`src/rtl/mannix_mem_pkg.sv`:
```
// Shared types for the Mannix memory farm read/write schedulers.
// Client indices, FSM state encoding and a one-hot helper.
package mannix_mem_pkg;

  localparam int N_CLI  = 6;
  localparam int ADDR_W = 19;
  localparam int IDX_W  = 3;

  typedef enum logic [IDX_W-1:0] {
    CLI_POOL     = 3'd0,
    CLI_CNN_WGT  = 3'd1,
    CLI_CNN_PIC  = 3'd2,
    CLI_FCC_BIAS = 3'd3,
    CLI_FCC_WGT  = 3'd4,
    CLI_FCC_PIC  = 3'd5
  } cli_idx_e;

  typedef enum logic [1:0] {
    ST_IDLE,
    ST_GRANT,
    ST_ISSUE,
    ST_DRAIN
  } rd_state_e;

  function automatic logic [N_CLI-1:0] idx_to_oh(input logic [IDX_W-1:0] idx);
    logic [N_CLI-1:0] oh;
    for (int i = 0; i < N_CLI; i++) oh[i] = (idx == IDX_W'(i));
    return oh;
  endfunction

endpackage

```
`src/rtl/mannix_mem_read_arb.sv`:
```
// Combinational client arbiter: fixed-with-favoured or round-robin from rr_ptr.
// Zero latency; no backpressure, the caller decides when to act on the winner.
module mannix_mem_read_arb
  import mannix_mem_pkg::*;
(
  input  logic [N_CLI-1:0] req,
  input  logic [4:0]       client_priority,
  input  logic [IDX_W-1:0] rr_ptr,
  output logic [N_CLI-1:0] win_oh,
  output logic [IDX_W-1:0] win_idx,
  output logic             win_vld
);

  logic [IDX_W-1:0] fav;
  logic [IDX_W-1:0] slot;
  logic             found;

  always_comb begin
    fav     = client_priority[IDX_W-1:0];
    slot    = '0;
    found   = 1'b0;
    win_idx = '0;
    if (client_priority[4]) begin
      for (int k = 0; k < N_CLI; k++) begin
        slot = IDX_W'((int'(rr_ptr) + k) % N_CLI);
        if (!found && req[slot]) begin
          found   = 1'b1;
          win_idx = slot;
        end
      end
    end else if (int'(fav) < N_CLI && req[fav]) begin
      win_idx = fav;
    end else begin
      // favoured index 6/7 or idle favourite: lowest requester wins
      for (int k = N_CLI - 1; k >= 0; k--) begin
        if (req[IDX_W'(k)]) win_idx = IDX_W'(k);
      end
    end
  end

  assign win_vld = |req;
  assign win_oh  = win_vld ? idx_to_oh(win_idx) : '0;

endmodule

```
`src/rtl/mannix_mem_read_sched.sv`:
```
// Read scheduler: arbitrates six clients, issues a row burst, tags returned rows.
// Latency: 1 arb + 1 grant cycle, then 1 row/cycle; demux_busy stalls issue in place.
module mannix_mem_read_sched
  import mannix_mem_pkg::*;
#(
  parameter int LEN_W  = 8,
  parameter int RD_LAT = 1
) (
  input  logic                      clk,
  input  logic                      rst,
  input  logic [N_CLI-1:0]          cli_req,
  input  logic [N_CLI*ADDR_W-1:0]   cli_addr,
  input  logic [N_CLI*LEN_W-1:0]    cli_len,
  output logic [N_CLI-1:0]          cli_gnt,
  output logic [N_CLI-1:0]          cli_valid,
  output logic [N_CLI-1:0]          cli_last,
  input  logic [4:0]                client_priority,
  input  logic                      demux_busy,
  output logic                      sram_rd_en,
  output logic [ADDR_W-1:0]         sram_rd_addr,
  output logic                      sched_busy
);

  rd_state_e        state, nxt_state;
  logic [IDX_W-1:0] rr_ptr;
  logic [N_CLI-1:0] owner_oh;
  logic [ADDR_W-1:0] base;
  logic [LEN_W-1:0] len, cnt;
  logic [RD_LAT-1:0] vld_sr, last_sr;

  logic [N_CLI-1:0]  win_oh;
  logic [IDX_W-1:0]  win_idx;
  logic              win_vld;
  logic [ADDR_W-1:0] sel_addr;
  logic [LEN_W-1:0]  sel_len;
  logic              arb_go, issue, last_issue;

  mannix_mem_read_arb u_arb (
    .req             (cli_req),
    .client_priority (client_priority),
    .rr_ptr          (rr_ptr),
    .win_oh          (win_oh),
    .win_idx         (win_idx),
    .win_vld         (win_vld)
  );

  always_comb begin
    sel_addr = '0;
    sel_len  = '0;
    for (int i = 0; i < N_CLI; i++) begin
      if (win_idx == IDX_W'(i)) begin
        sel_addr = cli_addr[i*ADDR_W +: ADDR_W];
        sel_len  = cli_len[i*LEN_W +: LEN_W];
      end
    end
  end

  assign arb_go     = (state == ST_IDLE) && win_vld && !demux_busy;
  assign issue      = (state == ST_ISSUE) && !demux_busy;
  assign last_issue = issue && (cnt == len - LEN_W'(1));

  always_ff @(posedge clk or posedge rst) begin
    if (rst) state <= ST_IDLE;
    else     state <= nxt_state;
  end

  always_comb begin
    nxt_state = state;
    case (state)
      ST_IDLE:  if (arb_go) nxt_state = ST_GRANT;
      ST_GRANT: nxt_state = (len == '0) ? ST_IDLE : ST_ISSUE;
      ST_ISSUE: if (last_issue) nxt_state = ST_DRAIN;
      // the final row's last flag arrives after every earlier valid
      ST_DRAIN: if (last_sr[RD_LAT-1]) nxt_state = ST_IDLE;
      default:  nxt_state = ST_IDLE;
    endcase
  end

  always_ff @(posedge clk or posedge rst) begin
    if (rst) begin
      rr_ptr   <= '0;
      owner_oh <= '0;
      base     <= '0;
      len      <= '0;
      cnt      <= '0;
    end else if (arb_go) begin
      owner_oh <= win_oh;
      base     <= sel_addr;
      len      <= sel_len;
      cnt      <= '0;
      if (client_priority[4])
        rr_ptr <= (win_idx == IDX_W'(N_CLI - 1)) ? '0 : win_idx + IDX_W'(1);
    end else if (issue) begin
      cnt <= cnt + LEN_W'(1);
    end
  end

  always_ff @(posedge clk or posedge rst) begin
    if (rst) begin
      vld_sr  <= '0;
      last_sr <= '0;
    end else begin
      vld_sr[0]  <= issue;
      last_sr[0] <= last_issue;
      for (int i = 1; i < RD_LAT; i++) begin
        vld_sr[i]  <= vld_sr[i-1];
        last_sr[i] <= last_sr[i-1];
      end
    end
  end

  always_comb begin
    cli_gnt      = (state == ST_GRANT) ? owner_oh : '0;
    cli_valid    = vld_sr[RD_LAT-1] ? owner_oh : '0;
    cli_last     = last_sr[RD_LAT-1] ? owner_oh : '0;
    sram_rd_en   = issue;
    sram_rd_addr = issue ? base + ADDR_W'(cnt) : '0;
    sched_busy   = (state != ST_IDLE);
  end

endmodule

```
`config.mk`:
```
export PLATFORM = sky130hd
export DESIGN_NAME = mannix_mem_read_sched
export DESIGN_NICKNAME = d
export VERILOG_FILES = /design/src/rtl/mannix_mem_pkg.sv /design/src/rtl/mannix_mem_read_arb.sv /design/src/rtl/mannix_mem_read_sched.sv
export SDC_FILE = /design/constraint.sdc
export NUM_CORES = 1
export LEC_CHECK = 0
export BUFFER_PORTS_ARGS = -buffer_cell sky130_fd_sc_hd__buf_2
export CAP_MARGIN = 15
export CORE_MARGIN = 4
export CORE_UTILIZATION = 51
export CTS_CLUSTER_DIAMETER = 60
export CTS_CLUSTER_SIZE = 16
export DETAILED_ROUTE_END_ITERATION = 10
export HOLD_SLACK_MARGIN = 0.03
export PLACE_DENSITY_LB_ADDON = 0.05
export SYNTH_ARGS = -nofsm -noshare
export SYNTH_HDL_FRONTEND = slang
export SYNTH_HIERARCHICAL = 1
export SYNTH_SLANG_ARGS = --single-unit
```
`constraint.sdc`:
```
create_clock -name clk -period 5.99 [get_ports clk]
set_input_delay 1.4975 -clock clk [delete_from_list [all_inputs] [get_ports clk]]
set_output_delay 1.4975 -clock clk [all_outputs]
set_load 0.02 [all_outputs]
```
* Yosys cells after proc, flatten, opt, wreduce, memory -nomap -nowiden
Cells that the tools add are included.
** Storage, ports and cells
- Output and inout bits :: 39
- Memories :: 0
- Bits of input ports :: 176
- Bits in latches :: 0
- Memory bits (read-only) :: 0
- RAM bits :: 0
- Logic and storage cells :: 128
- Bits in registers :: 48
** Cells by class
- Magnitude comparators :: 8
- Add/sub/neg operators :: 9
- Multiplexer cells :: 61
- Equality and inequality tests :: 12
- Bitwise gates (word level) :: 0
- Shift operators :: 0
- Multipliers :: 0
- Reduce and logical (&&, ||, !) cells :: 24
- Divide/modulo/power cells :: 6
** Operators with widths (count)
- $mod 32x4->32 const B :: 5
- $mux 19 :: 7
- $mux 8 :: 8
- $mux 3 :: 13
- $mod 4x4->32 const B :: 1
- $lt 3x4->1 const B :: 7
- $mux 6 :: 4
- $bmux 1 s3 :: 7
- $add 19x8->19 :: 1
- $mux 1 :: 17
- $logic_and 1x1->1 :: 10
- $add 3x2->4 const B :: 2
- $add 3x3->4 const B :: 2
- $add 8x1->8 const B :: 1
- $eq 8x8->1 :: 1
- $logic_not 8->1 :: 1
- $mux 2 :: 4
- $pmux 2 s4 :: 1
- $sub 8x1->8 const B :: 1
- $eq 3x2->1 const B :: 2
- $eq 3x3->1 const B :: 2
- $logic_not 1->1 :: 6
- $ne 2x2->1 const B :: 3
- $reduce_or 6->1 :: 1
- other kinds (11) :: 13

* Depth between registers and ports, before layout
- Depth in word-level cells :: 32
- Depth in mapped cells :: 26
- Mapped depth without buffers :: 19

* By module
The synthesis kept the hierarchy.
** By module, submodules not included
- mannix_mem_read_sched :: seq. area each 1201.2 um2, cells an instance 518, instances 1, area each 4246.6 um2
- mannix_mem_read_arb :: seq. area each 0.0 um2, cells an instance 180, instances 1, area each 1352.5 um2

* Least setup slack after synthesis
OpenSTA, ideal clock, no wires.
- Kind :: register -> register
- Start :: register rr_ptr[0]
- End :: register base[3]
- Cell stages (with the launch flop) :: 27
- Data required time :: 5.860 ns
- Library setup time :: 0.130 ns
- Clock period less this slack :: 5.010 ns
- Arrival :: 4.880 ns
- Path buffers :: 7
- Slack :: 0.980 ns
- Cells stage by stage :: dfrtp_1 > buf_6 > clkbuf_8 > inv_1 > ha_1 > xor2_1 > inv_1 > ha_1 > nor2b_1 > a211oi_1 > nor4_1 > o22ai_1 > nand2b_2 > o311a_2 > nand3b_1 > inv_1 > buf_2 > buf_2 > and2_1 > ha_1 > buf_2 > or2_1 > clkbuf_1 > clkbuf_1 > o21ai_0 > o211ai_1 > a31oi_1
** Between the ends
- Cells in the longest elaborated chain, start to end :: 32
- Elaborated cells on any way between the ends :: 62
- Classes of those cells :: add/sub: 5; div: 6; eq/ne: 5; mux: 35; reduce/logical: 11
** Ends and longest elaborated chain
- start: declaration :: line mannix_mem_read_sched.sv:25 : logic [IDX_W-1:0] rr_ptr;
- start signal: assignment :: line mannix_mem_read_sched.sv:92 : rr_ptr <= (win_idx == IDX_W'(N_CLI - 1)) ? '0 : win_idx + IDX_W'(1);
- parallel branches: the longest is 23 deep, another holds $mod 32x4->32
- $mux 3 (*) :: line mannix_mem_read_arb.sv:26 : if (!found && req[slot]) begin
- $mux 3 (*) :: line mannix_mem_read_arb.sv:23 : if (client_priority[4]) begin
- via win_idx[1] :: line mannix_mem_read_sched.sv:32 : logic [IDX_W-1:0] win_idx;
- $logic_not 3->1 :: line mannix_mem_read_sched.sv:51 : if (win_idx == IDX_W'(i)) begin
- $mux 19 (5 in series) :: line mannix_mem_read_sched.sv:51
- $mux 19 (*) :: line mannix_mem_read_sched.sv:51
- end signal: assignment :: line mannix_mem_read_sched.sv:88 : base <= sel_addr;
- end: declaration :: line mannix_mem_read_sched.sv:27 : logic [ADDR_W-1:0] base;
Mark *: on every way through the listed nets, which the timed path passes. The select of a mux whose other input is x is not followed.
A chain may end at the register's enable or synchronous reset.

* Worst setup path after layout
- Start :: register rr_ptr[1]
- End :: register len[7]
** Between the ends
- Cells in the longest elaborated chain, start to end :: 32
- Elaborated cells on any way between the ends :: 62
- Classes of those cells :: add/sub: 5; div: 6; eq/ne: 5; mux: 35; reduce/logical: 11
** Ends and longest elaborated chain
- parallel branches: the longest is 23 deep, another holds $mod 32x4->32
- $mux 3 (*) :: line mannix_mem_read_arb.sv:26
- $mux 3 (*) :: line mannix_mem_read_arb.sv:23
- via win_idx[2] :: line mannix_mem_read_sched.sv:32
- $logic_not 3->1 :: line mannix_mem_read_sched.sv:51
- $mux 8 (5 in series) :: line mannix_mem_read_sched.sv:51
- $mux 8 (*) :: line mannix_mem_read_sched.sv:51
- end signal: assignment :: line mannix_mem_read_sched.sv:89 : len <= sel_len;
- end: declaration :: line mannix_mem_read_sched.sv:28 : logic [LEN_W-1:0] len, cnt;
Marked as above.

==> flow_metrics.env <==
export IMPL_end_kind="flop"
export IMPL_internal_power_uw=1600
export IMPL_synth_simple_area_share_pct=23.9
export IMPL_synth_compound_area_share_pct=28.6
export IMPL_grt_overflow=0
export IMPL_yosysMostFrequentCell="nor2_1"
export IMPL_synth_top_area_share_pct=21.5
export IMPL_grt_pass1_vias=5802
export IMPL_cp_slowest_stage_delay_ns=0.51
export IMPL_ant_nets=0
export IMPL_max_freq_mhz=181
export IMPL_synthAdderAreaFrac_pct=5.05
export IMPL_avgSynthCellArea_sq_um=8.02
export IMPL_cts_clk_slew_worst_paths_ns=0.08
export IMPL_yosysWarnings=6
export IMPL_synth_area_leaders="dfrtp_1 21%, mux2_2 7.2%, ha_1 4.7%"
export IMPL_yosysSeqAreaShare_pct=21.5
export IMPL_gp_congestion=0.852
export IMPL_drv_cap=0
export IMPL_synth_top_family_by_area="compound AO/OA/AOI/OAI gates"
export IMPL_cp_top_family="simple AND/OR/NAND/NOR gates"
export IMPL_io_buffers=213
export IMPL_cp_num_buf_inv=4
export IMPL_cp_slowest_cell="dfrtp_1"
export IMPL_worst_clock_skew_ns=0.00913
export IMPL_boundaryPins=215
export IMPL_p_seq_share_pct=19.9
export IMPL_synth_fp_nets=896
export IMPL_postCtsHoldBufs=0
export IMPL_worst_pin_slew_ns=1.16
export IMPL_drt_iter0_drc=433
export IMPL_hp_class="reg2reg"
export IMPL_fp_dieH_microns=113
export IMPL_slew_headroom_pct=22.2
export IMPL_htreeDepth=2
export IMPL_period_minus_slack_ns=5.52
export IMPL_irDropWorstVdd_mv=0.254
export IMPL_p_clk_share_pct=5.9
export IMPL_synth_cells=698
export IMPL_setup_viol=0
export IMPL_rows=37
export IMPL_cts_buffers=5
export IMPL_dp_hpwl_mm=14.2
export IMPL_switching_power_uw=1780
export IMPL_drc=0
export IMPL_clkLatencyLatePin_ns=0.30
export IMPL_vias_per_cell=5.87
export IMPL_drt_pass1_iter_count=5
export IMPL_switching_share_pct=52.7
export IMPL_cp_start_kind="flop"
export IMPL_required_ns=6.21
export IMPL_power_uw=3380
export IMPL_grt_max_degree=71
export IMPL_yosys_top_cells_count="62 x nor2_1, 58 x nand2_1, 51 x a21oi_1, 48 x dfrtp_1, 36 x mux2_2"
export IMPL_slew_violations=0
export IMPL_initial_utilization_pct=53.3
export IMPL_outcome="finished clean"
export IMPL_path_class="reg2reg"
export IMPL_hold_violations=0
export IMPL_coreArea_sq_um=10500
export IMPL_ys_flop_type="dfrtp_1"
export IMPL_drive_gt1_share_pct=35.4
export IMPL_worstPathMaxFanout=27
export IMPL_p_leak_uw=0.00306
export IMPL_synth_top_area_cell="dfrtp_1"
export IMPL_min_period_over_period_pct=92.1
export IMPL_grt_pass1_wl_mm=28.2
export IMPL_synth_edf_count=0
export IMPL_die_area_sq_um=12700
export IMPL_grt_usage_pct=26.5
export IMPL_synth_seq_cells=48
export IMPL_synth_xor_area_share_pct=3.93
export IMPL_utilization_pct=64.2
export IMPL_worstPathCellList="inv_1 -> ha_1 -> a21oi_2 -> inv_2 -> ha_1 -> nor2b_1 -> a211oi_1 -> nor4_1 -> o22ai_1 -> nand2b_2 -> o311a_1 -> or3_4 -> inv_1 -> inv_1 -> ha_1 -> or2_1 -> o21ai_0 -> o211ai_1 -> a31oi_1"
export IMPL_final_nets=1079
export IMPL_rsz0062_at_grt="false"
export IMPL_cts_root_buf="clkbuf_8"
export IMPL_antenna_found_initial=3
export IMPL_cts_tree="done"
export IMPL_async_reset_ff_share_pct=100
export IMPL_cts_sinks=48
export IMPL_hold_ws_ns=0.520
export IMPL_die_w_microns=113
export IMPL_num_vias=5996
export IMPL_power_frac_comb_pct=74.2
export IMPL_clockBufferDepth=2
export IMPL_drt_total_wl_mm=17.6
export IMPL_area_growth_pct=20.4
export IMPL_syn_area_sq_um=5600
export IMPL_muxShareOfSynthArea_pct=10.3
export IMPL_crit_arrival_ns=5.74
export IMPL_wire_per_inst_microns=17.2
export IMPL_p_per_area_nw_per_um2=502
export IMPL_fin_tns_setup_ns=0
export IMPL_yosysUniqueCellTypes=93
[path summary, 6_finish.rpt]
path                       slack (ns)        end  startpoint  cells past startpoint
setup / recovery                 0.47     len[7]   rr_ptr[1]                     19
setup reg to reg                 0.47     len[7]   rr_ptr[1]                     19
hold / removal                   0.52  rr_ptr[2]   rr_ptr[2]                      2
max in group asynchronous        3.95  rr_ptr[0]         rst                      2
min in group asynchronous        1.42     cnt[3]         rst                      2
hold reg to reg                  0.52  rr_ptr[2]   rr_ptr[2]                      2
[registers in the layout (all words and copies together) (netlist names), named ones only]
name,count
vld_sr,1
owner_oh,6
len,8
rr_ptr,3
cnt,8
base,19
last_sr,1
state,1
[layer usage]
metal / up-vias / track usage, % / routed length (microns)
li1: 2984 / - / -
met1: 2767 / 34.7 / 7490
met2: 220 / 45.7 / 8560
met3: 25 / 3.90 / 1180
met4: 0 / 7.13 / 386
met5: - / 0 / 0
[repair_timing]
item | 4_1_cts | 5_1_grt
resized for setup | 0 | 2
setup endpoints to repair | 0 | 21
setup buffers | 0 | 0
[worst register-to-register path: stages, from the launching register on]
cell and delay, ns:
dfrtp_1 0.51, inv_1 0.13, ha_1 0.37, a21oi_2 0.35, inv_2 0.11, ha_1 0.33
nor2b_1 0.17, a211oi_1 0.10, nor4_1 0.44, o22ai_1 0.17, nand2b_2 0.23, o311a_1 0.34
or3_4 0.42, inv_1 0.17, inv_1 0.13, ha_1 0.23, or2_1 0.50, o21ai_0 0.31
o211ai_1 0.20, a31oi_1 0.22
[power groups by stage]
| stage | registers [uW] | logic (uW) | clock network [uW] |
|---|---|---|---|
| floorplan | 600 | 1990 | 0 |
| global placement | 662 | 2410 | 0 |
| detailed placement | 674 | 2480 | 0 |
| CTS | 668 | 2490 | 204 |
| global route | 696 | 2780 | 219 |
| finish | 673 | 2510 | 201 |
[cells in the final DEF, fill, tap and decap left out, drive strengths merged, types with 6 or more instances in the layout]
cell type  netlist  routed
mux2i           12      12
a22oi           28      28
ha              21      21
or3              7       7
a31oi           32      32
o211ai          35      35
nand2b           9       9
clkbuf          12       6
nand3           11      11
mux2            36      36
o21ai           44      44
nand2           61      61
a21o             7       7
xnor2           12      12
and2            23      23
buf             33     222
nor2b           11      11
nand4           11      11
a211oi           8       8
dfrtp           48      48
nor3            14      14
xor2            11      11
or4              6       6
inv             26      26
nor2            62      62
a21oi           52      52
o21a             7       7
[cell type report]
| type | count | area [sq um] |
|---|---|---|
| Inverter | 27 | 101 |
| Fill cell | 958 | 3760 |
| Clock inverter | 2 | 10.0 |
| Timing Repair Buffer | 222 | 1130 |
| Tap cell | 136 | 170 |
| Multi-Input combinational cell | 577 | 4040 |
| Antenna cell | 4 | 10.0 |
| Clock buffer | 6 | 82.6 |
| Sequential cell | 48 | 1200 |
[cell families (layout without fill, tap and decap cells)]
logic type | count (synthesis) | in the layout
other | 0 | 4
AO/OA/AOI/OAI | 239 | 239
AND/OR/NAND/NOR | 244 | 244
flip-flops | 48 | 48
adder cells (fa/ha/maj) | 22 | 22
buffers and inverters | 73 | 257
XOR/XNOR | 23 | 23
multiplexers | 49 | 49
[metrics by stage]
| stage | instances | instance area, sq um | setup WS (ns) |
|---|---|---|---|
| floorplan | 698 | 5600 | 0.980 |
| global placement | 1010 | 6630 | 0.564 |
| detailed placement | 1010 | 6630 | 0.399 |
| CTS | 1018 | 6730 | 0.445 |
| global route | 1022 | 6740 | 0.0171 |
| finish | 1022 | 6740 | 0.473 |
Power figures use the tool's default switching activity.
